File: src/rtl/uart_pkg.sv
// Constants and types shared by the UART receive path (uart_rx, uart_rx_fifo).
// Holds default character format, FIFO parameter checks and the drop counter width.
package uart_pkg;

   localparam int UART_DATA_BITS    = 8;
   localparam int UART_OVERSAMPLING = 16;
   localparam int DROP_CNT_W        = 8;

   // FIFO pointers wrap by natural overflow, so the depth must be a power of two.
   function automatic bit depth_ok(input int depth);
      return (depth >= 2) && ((depth & (depth - 1)) == 0);
   endfunction

   typedef enum logic [1:0] {
      OP_IDLE = 2'b00,
      OP_PUSH = 2'b01,
      OP_POP  = 2'b10,
      OP_BOTH = 2'b11
   } fifo_op_e;

endpackage

File: src/rtl/uart_fifo_ram.sv
// DEPTH x DATA_BITS register array: synchronous write, asynchronous read.
// Storage only; pointer and occupancy logic belong to the instantiating FIFO.
module uart_fifo_ram #(
   parameter int DATA_BITS = 8,
   parameter int DEPTH     = 16,
   parameter int AW        = $clog2(DEPTH)
) (
   input  logic                 clk_in,
   input  logic                 wr_en_in,
   input  logic [AW-1:0]        wr_addr_in,
   input  logic [DATA_BITS-1:0] wr_data_in,
   input  logic [AW-1:0]        rd_addr_in,
   output logic [DATA_BITS-1:0] rd_data_out
);

   logic [DATA_BITS-1:0] mem_q [DEPTH];

   // NOTE: the array has no reset; occupancy is tracked outside, so stale
   // contents are never presented as valid and a reset would only cost logic.
   always_ff @(posedge clk_in) begin
      if (wr_en_in) begin
         mem_q[wr_addr_in] <= wr_data_in;
      end
   end

   assign rd_data_out = mem_q[rd_addr_in];

endmodule

File: src/rtl/uart_rx_fifo.sv
// Show-ahead receive FIFO behind the UART receiver with level, almost-full and
// sticky overrun status. Define UART_RX_FIFO_STATS_EN to add drop_cnt_out.
module uart_rx_fifo
   import uart_pkg::*;
#(
   parameter int DATA_BITS       = UART_DATA_BITS,
   parameter int DEPTH           = 16,
   parameter int ALMOST_FULL_LVL = 12
) (
   input  logic                       clk_in,
   input  logic                       rst_in,
   input  logic                       wr_valid_in,
   input  logic [DATA_BITS-1:0]       wr_data_in,
   output logic                       rd_valid_out,
   input  logic                       rd_ready_in,
   output logic [DATA_BITS-1:0]       rd_data_out,
   output logic [$clog2(DEPTH):0]     level_out,
   output logic                       almost_full_out,
   output logic                       overrun_out,
   input  logic                       overrun_clr_in
`ifdef UART_RX_FIFO_STATS_EN
   ,
   output logic [DROP_CNT_W-1:0]      drop_cnt_out
`endif
);

   localparam int AW = $clog2(DEPTH);
   localparam int CW = AW + 1;

   if (!depth_ok(DEPTH) || ALMOST_FULL_LVL < 1 || ALMOST_FULL_LVL > DEPTH) begin : g_bad_params
      $error("uart_rx_fifo: DEPTH must be a power of two >= 2 and ALMOST_FULL_LVL in 1..DEPTH");
   end

   logic [AW-1:0] wr_ptr_q, wr_ptr_d;
   logic [AW-1:0] rd_ptr_q, rd_ptr_d;
   logic [CW-1:0] count_q, count_d;
   logic          rd_valid_q, rd_valid_d;
   logic          almost_full_q, almost_full_d;
   logic          overrun_q, overrun_d;
   logic          wr_valid_q, wr_valid_d;

   logic     push, pop, full, wr_en, drop;
   fifo_op_e op;

   // NOTE: every signal assigned here gets a default first so no path can
   // leave it unassigned and infer a latch.
   always_comb begin
      push  = wr_valid_in & ~wr_valid_q;
      pop   = rd_valid_q & rd_ready_in;
      full  = (count_q == CW'(DEPTH));
      wr_en = push & (~full | pop);
      drop  = push & full & ~pop;
      op    = fifo_op_e'({pop, wr_en});

      wr_ptr_d   = wr_ptr_q;
      rd_ptr_d   = rd_ptr_q;
      count_d    = count_q;
      wr_valid_d = wr_valid_in;

      if (wr_en) wr_ptr_d = wr_ptr_q + AW'(1);
      if (pop)   rd_ptr_d = rd_ptr_q + AW'(1);

      case (op)
         OP_PUSH: count_d = count_q + CW'(1);
         OP_POP:  count_d = count_q - CW'(1);
         default: count_d = count_q;
      endcase

      rd_valid_d    = (count_d != '0);
      almost_full_d = (count_d >= CW'(ALMOST_FULL_LVL));
      overrun_d     = drop | (overrun_q & ~overrun_clr_in);
   end

   // NOTE: sequential state uses non-blocking assignments so every flop samples
   // the pre-edge values regardless of statement order.
   always_ff @(posedge clk_in) begin
      if (rst_in) begin
         wr_ptr_q      <= '0;
         rd_ptr_q      <= '0;
         count_q       <= '0;
         rd_valid_q    <= 1'b0;
         almost_full_q <= 1'b0;
         overrun_q     <= 1'b0;
         // Held high so a character pending across reset is not captured.
         wr_valid_q    <= 1'b1;
      end else begin
         wr_ptr_q      <= wr_ptr_d;
         rd_ptr_q      <= rd_ptr_d;
         count_q       <= count_d;
         rd_valid_q    <= rd_valid_d;
         almost_full_q <= almost_full_d;
         overrun_q     <= overrun_d;
         wr_valid_q    <= wr_valid_d;
      end
   end

   uart_fifo_ram #(
      .DATA_BITS (DATA_BITS),
      .DEPTH     (DEPTH),
      .AW        (AW)
   ) u_ram (
      .clk_in      (clk_in),
      .wr_en_in    (wr_en),
      .wr_addr_in  (wr_ptr_q),
      .wr_data_in  (wr_data_in),
      .rd_addr_in  (rd_ptr_q),
      .rd_data_out (rd_data_out)
   );

   assign rd_valid_out    = rd_valid_q;
   assign level_out       = count_q;
   assign almost_full_out = almost_full_q;
   assign overrun_out     = overrun_q;

`ifdef UART_RX_FIFO_STATS_EN
   logic [DROP_CNT_W-1:0] drop_cnt_q, drop_cnt_d;

   // Clear applies first, so a drop in the clearing cycle leaves a count of one.
   always_comb begin
      drop_cnt_d = overrun_clr_in ? '0 : drop_cnt_q;
      if (drop && (drop_cnt_d != '1)) begin
         drop_cnt_d = drop_cnt_d + DROP_CNT_W'(1);
      end
   end

   always_ff @(posedge clk_in) begin
      if (rst_in) begin
         drop_cnt_q <= '0;
      end else begin
         drop_cnt_q <= drop_cnt_d;
      end
   end

   assign drop_cnt_out = drop_cnt_q;
`endif

endmodule

File: config.mk
export PLATFORM = sky130hd
export DESIGN_NAME = uart_rx_fifo
export DESIGN_NICKNAME = d
export VERILOG_FILES = /design/src/rtl/uart_pkg.sv /design/src/rtl/uart_fifo_ram.sv /design/src/rtl/uart_rx_fifo.sv
export SDC_FILE = /design/constraint.sdc
export NUM_CORES = 1
export LEC_CHECK = 0
export CAP_MARGIN = 40
export CORE_UTILIZATION = 47
export CTS_CLUSTER_DIAMETER = 30
export DETAILED_ROUTE_END_ITERATION = 10
export PLACE_DENSITY = 0.7
export SYNTH_ARGS = -nofsm -noshare
export SYNTH_HDL_FRONTEND = slang
export SYNTH_HIERARCHICAL = 1
export SYNTH_SLANG_ARGS = --single-unit
File: constraint.sdc
create_clock -name clk_in -period 5.5 [get_ports clk_in]
set_input_delay 1.65 -clock clk_in [delete_from_list [all_inputs] [get_ports clk_in]]
set_output_delay 1.65 -clock clk_in [all_outputs]
set_load 0.01 [all_outputs]
==> impl_metrics.yaml <==
power_and_ir_drop:
  cellPowerDensity_nw_per_um2: 384.0
  power_leakage_nw: 2.244
  p_total_w: 0.002657
  peakVddDrop_mv: 0.1912
finish:
  fillers: 916
  fin_area_um2: 6919
  area_growth_pct: 18.54
  instances_no_fill: 543
  layout-drive-gt1-share_pct: 20.00
  diodes: 0
  nNetsFinal: 378
routing:
  ant_nets: 0
  viasPerCell: 5.516
  wl_per_cell_um: 20.42
  initialDrtViolationCount: 313
  drc_errors: 0
  vias: 2995
  routed_wl_um: 11090
  dr.pass1.iters: 4
yosys:
  synth_top_area_share_pct: 65.85
  ys_ff_latch: 145
  synth_fp_nets: 329
  synth_edf_count: 128
  synth_top_area_cell: "edfxtp_1"
  ys_seq_area_share_pct: 71.68
  synth_area_leaders: "edfxtp_1, mux4_2, mux4_1"
  ys_warn_count: 6
  syn_area_um2: 5837
  synth_cells: 313
  synth-main-ff-cell: "edfxtp_1"
  avgSynthCellArea_um2: 18.65
  synthDistinctLibCells: 41
  synth-async-reset-ratio_pct: 0
sta:
  post-route-period-util_pct: 82.48
  maxSlewViolCount: 0
  tns_ns: 0
  final_hold_viol_count: 0
  clock.fmax_ghz: 0.2204
  fin_skew_ns: 0.009704
  tightest_slew_ns: 0.8221
  setup_viol: 0
  max-slew-margin-rel_pct: 44.99
  rsz0062_at_grt: "no"
  period_needed_ns: 4.537
  hold_slack_ns: 0.5828
grt:
  grt_usage_pct: 18.80
  grt_overflow_total: 0
  first_global_vias: 3015
  antenna_found_initial: 0
  grt_pass1_wl_um: 16890
  grt_max_degree: 31
critical_path:
  critPathRequiredTime_ns: 3.85
  critPathMaxFanout: 30
  crit_path_end_kind: "output pin"
  path_cells: "buf_4 > mux4_1 > a22oi_1 > nand2_1 > clkdlybuf4s50_1"
  cp_top_family: "buffers and inverters"
  worstSetupPathType: "flip-flop to output pin"
  r2r_cells: 8
  worstPathArrival_ns: 2.89
  crit_path_start_kind: "flip-flop"
  r2r-start: "rd_valid_out"
  cpPeakStageDelay_ns: 0.68
  slowest_stage: "mux4_1"
  path_buf_inv: 2
  r2r_end: "almost_full_out"
  r2r_setup_slack_ns: 2.99
die:
  start_util_pct: 48.39
  num_rows: 40
  dieArea_um2: 12870
  die_y_um: 113.4
  core-area_um2: 12060
  num_io_pins: 29
  die_w_um: 113.4
placed_design:
  port_buffers: 28
  dp_cells: 510
  dp_hpwl_um: 7302
  gp_congestion: 0.8113
  place_area_um2: 6341
clock_network:
  clkSinkCount: 145
  cts_buffers: 17
  cts-root-buf: "clkbuf_16"
  cts_resized: 0
  cts_max_path_buffers: 2
  h-tree-depth: 4
  clk_latency_ns: 0.41
  postCtsHoldBufs: 0
  cts_tree: "built"
  post_cts_buffers: 0
  clkTransAtPathRegs_ns: 0.06
worst_hold_path:
  min_to: "overrun_out"
  hold_start: "overrun_out"
  hold_path_class: "flip-flop to flip-flop"
  holdPathStages: 3
run:
  max_cap_violations: 0
outcome:
  status: "complete, no violations"
## per-layer routing
layer / vias to the layer above / GRT usage (%) / share of wire (%)
met5: - / 0 / 0
met3: 17 / 4.198 / 6.2
met4: 0 / 8.421 / 1.7
li1: 1374 / - / -
met2: 103 / 30.10 / 49
met1: 1501 / 24.89 / 43
## cells in the mapped netlist, drive strengths merged (4+ instances only)
cell type / number
a22oi: 17
buf: 10
dfxtp: 17
edfxtp: 128
mux2i: 4
mux4: 32
nand2: 16
nand2b: 4
nor2: 25
nor2b: 6
nor3: 5
o22ai: 4
xnor2: 5
xor2: 5
## cell usage in the layout (no fill, tap or decap), types with 4 or more instances in the layout
master	synthesis	routed
dfxtp_1	17	16
nand2b_1	4	4
nor2b_1	6	6
mux4_1	14	14
a22oi_1	17	17
clkbuf_16	0	17
mux2i_1	4	4
clkdlybuf4s50_1	0	28
nor3_1	5	5
nand2_1	16	16
xor2_1	5	5
edfxtp_1	128	128
xnor2_1	5	5
o22ai_1	4	4
mux4_2	18	18
clkinvlp_4	0	5
buf_4	1	16
nor2_1	25	25
inv_6	0	6
## power by group
group          internal, W  switching [W]
Sequential         0.00122      0.0000271
Combinational     0.000174       0.000152
Clock             0.000632       0.000454
## logic make-up after synthesis
| kind of cell | after synthesis | synth area share (%) |
|---|---|---|
| flip-flops | 145 | 71.68 |
| AND/OR/NAND/NOR | 73 | 6.324 |
| multiplexers | 36 | 13.93 |
| AO/OA/AOI/OAI | 29 | 3.816 |
| buffers and inverters | 17 | 2.101 |
| XOR/XNOR | 10 | 1.500 |
| adder cells (fa/ha/maj) | 3 | 0.6432 |
## final cells by class
class                      instances  area [um2]  share of cell area, %
inverter                           2       7.507                 0.1085
multi-input combinational        151        1530                  22.12
timing repair buffer              45       415.4                  6.004
clock buffer                      17       425.4                  6.148
clock inverter                    15       145.1                  2.098
sequential                       145        4185                  60.49
tap                              168       210.2                  3.038
## metrics by stage
stage / setup WS, ns / utilization (%)
6_report: 0.9634 / 57.37
4_1_cts: 0.9144 / 57.30
3_5_place_dp: 1.159 / 52.57
3_3_place_gp: 1.205 / 52.26
5_1_grt: 0.8102 / 57.37
2_1_floorplan: 1.808 / -
## state kept, by name (all words and copies together), names as in the netlist
name and flops:
overrun_out 1, rd_valid_out 1, level_out 5, u_ram/mem_q 128, almost_full_out 1, rd_ptr_q 4
wr_ptr_q 4, wr_valid_q 1
## worst max path at each step
stage	from	to	slack, ns	depth (start not counted)
global route	rd_ptr_q[0]	rd_data_out[1]	0.81	5
finish	rd_ptr_q[0]	rd_data_out[1]	0.96	5
CTS	rd_ptr_q[0]	rd_data_out[1]	0.91	5
global placement	wr_valid_in	u_ram/mem_q[3][2]	1.21	5
detailed placement	wr_valid_in	u_ram/mem_q[2][2]	1.16	5
floorplan	wr_valid_in	u_ram/mem_q[0][0]	1.81	4
## worst min-delay path: stages, from the launching register on
cell     delay [ns]
dfxtp_1        0.32
inv_1          0.05
o32ai_1        0.05
nor2b_1        0.12
Note: power is estimated with default switching activity, not from simulation.
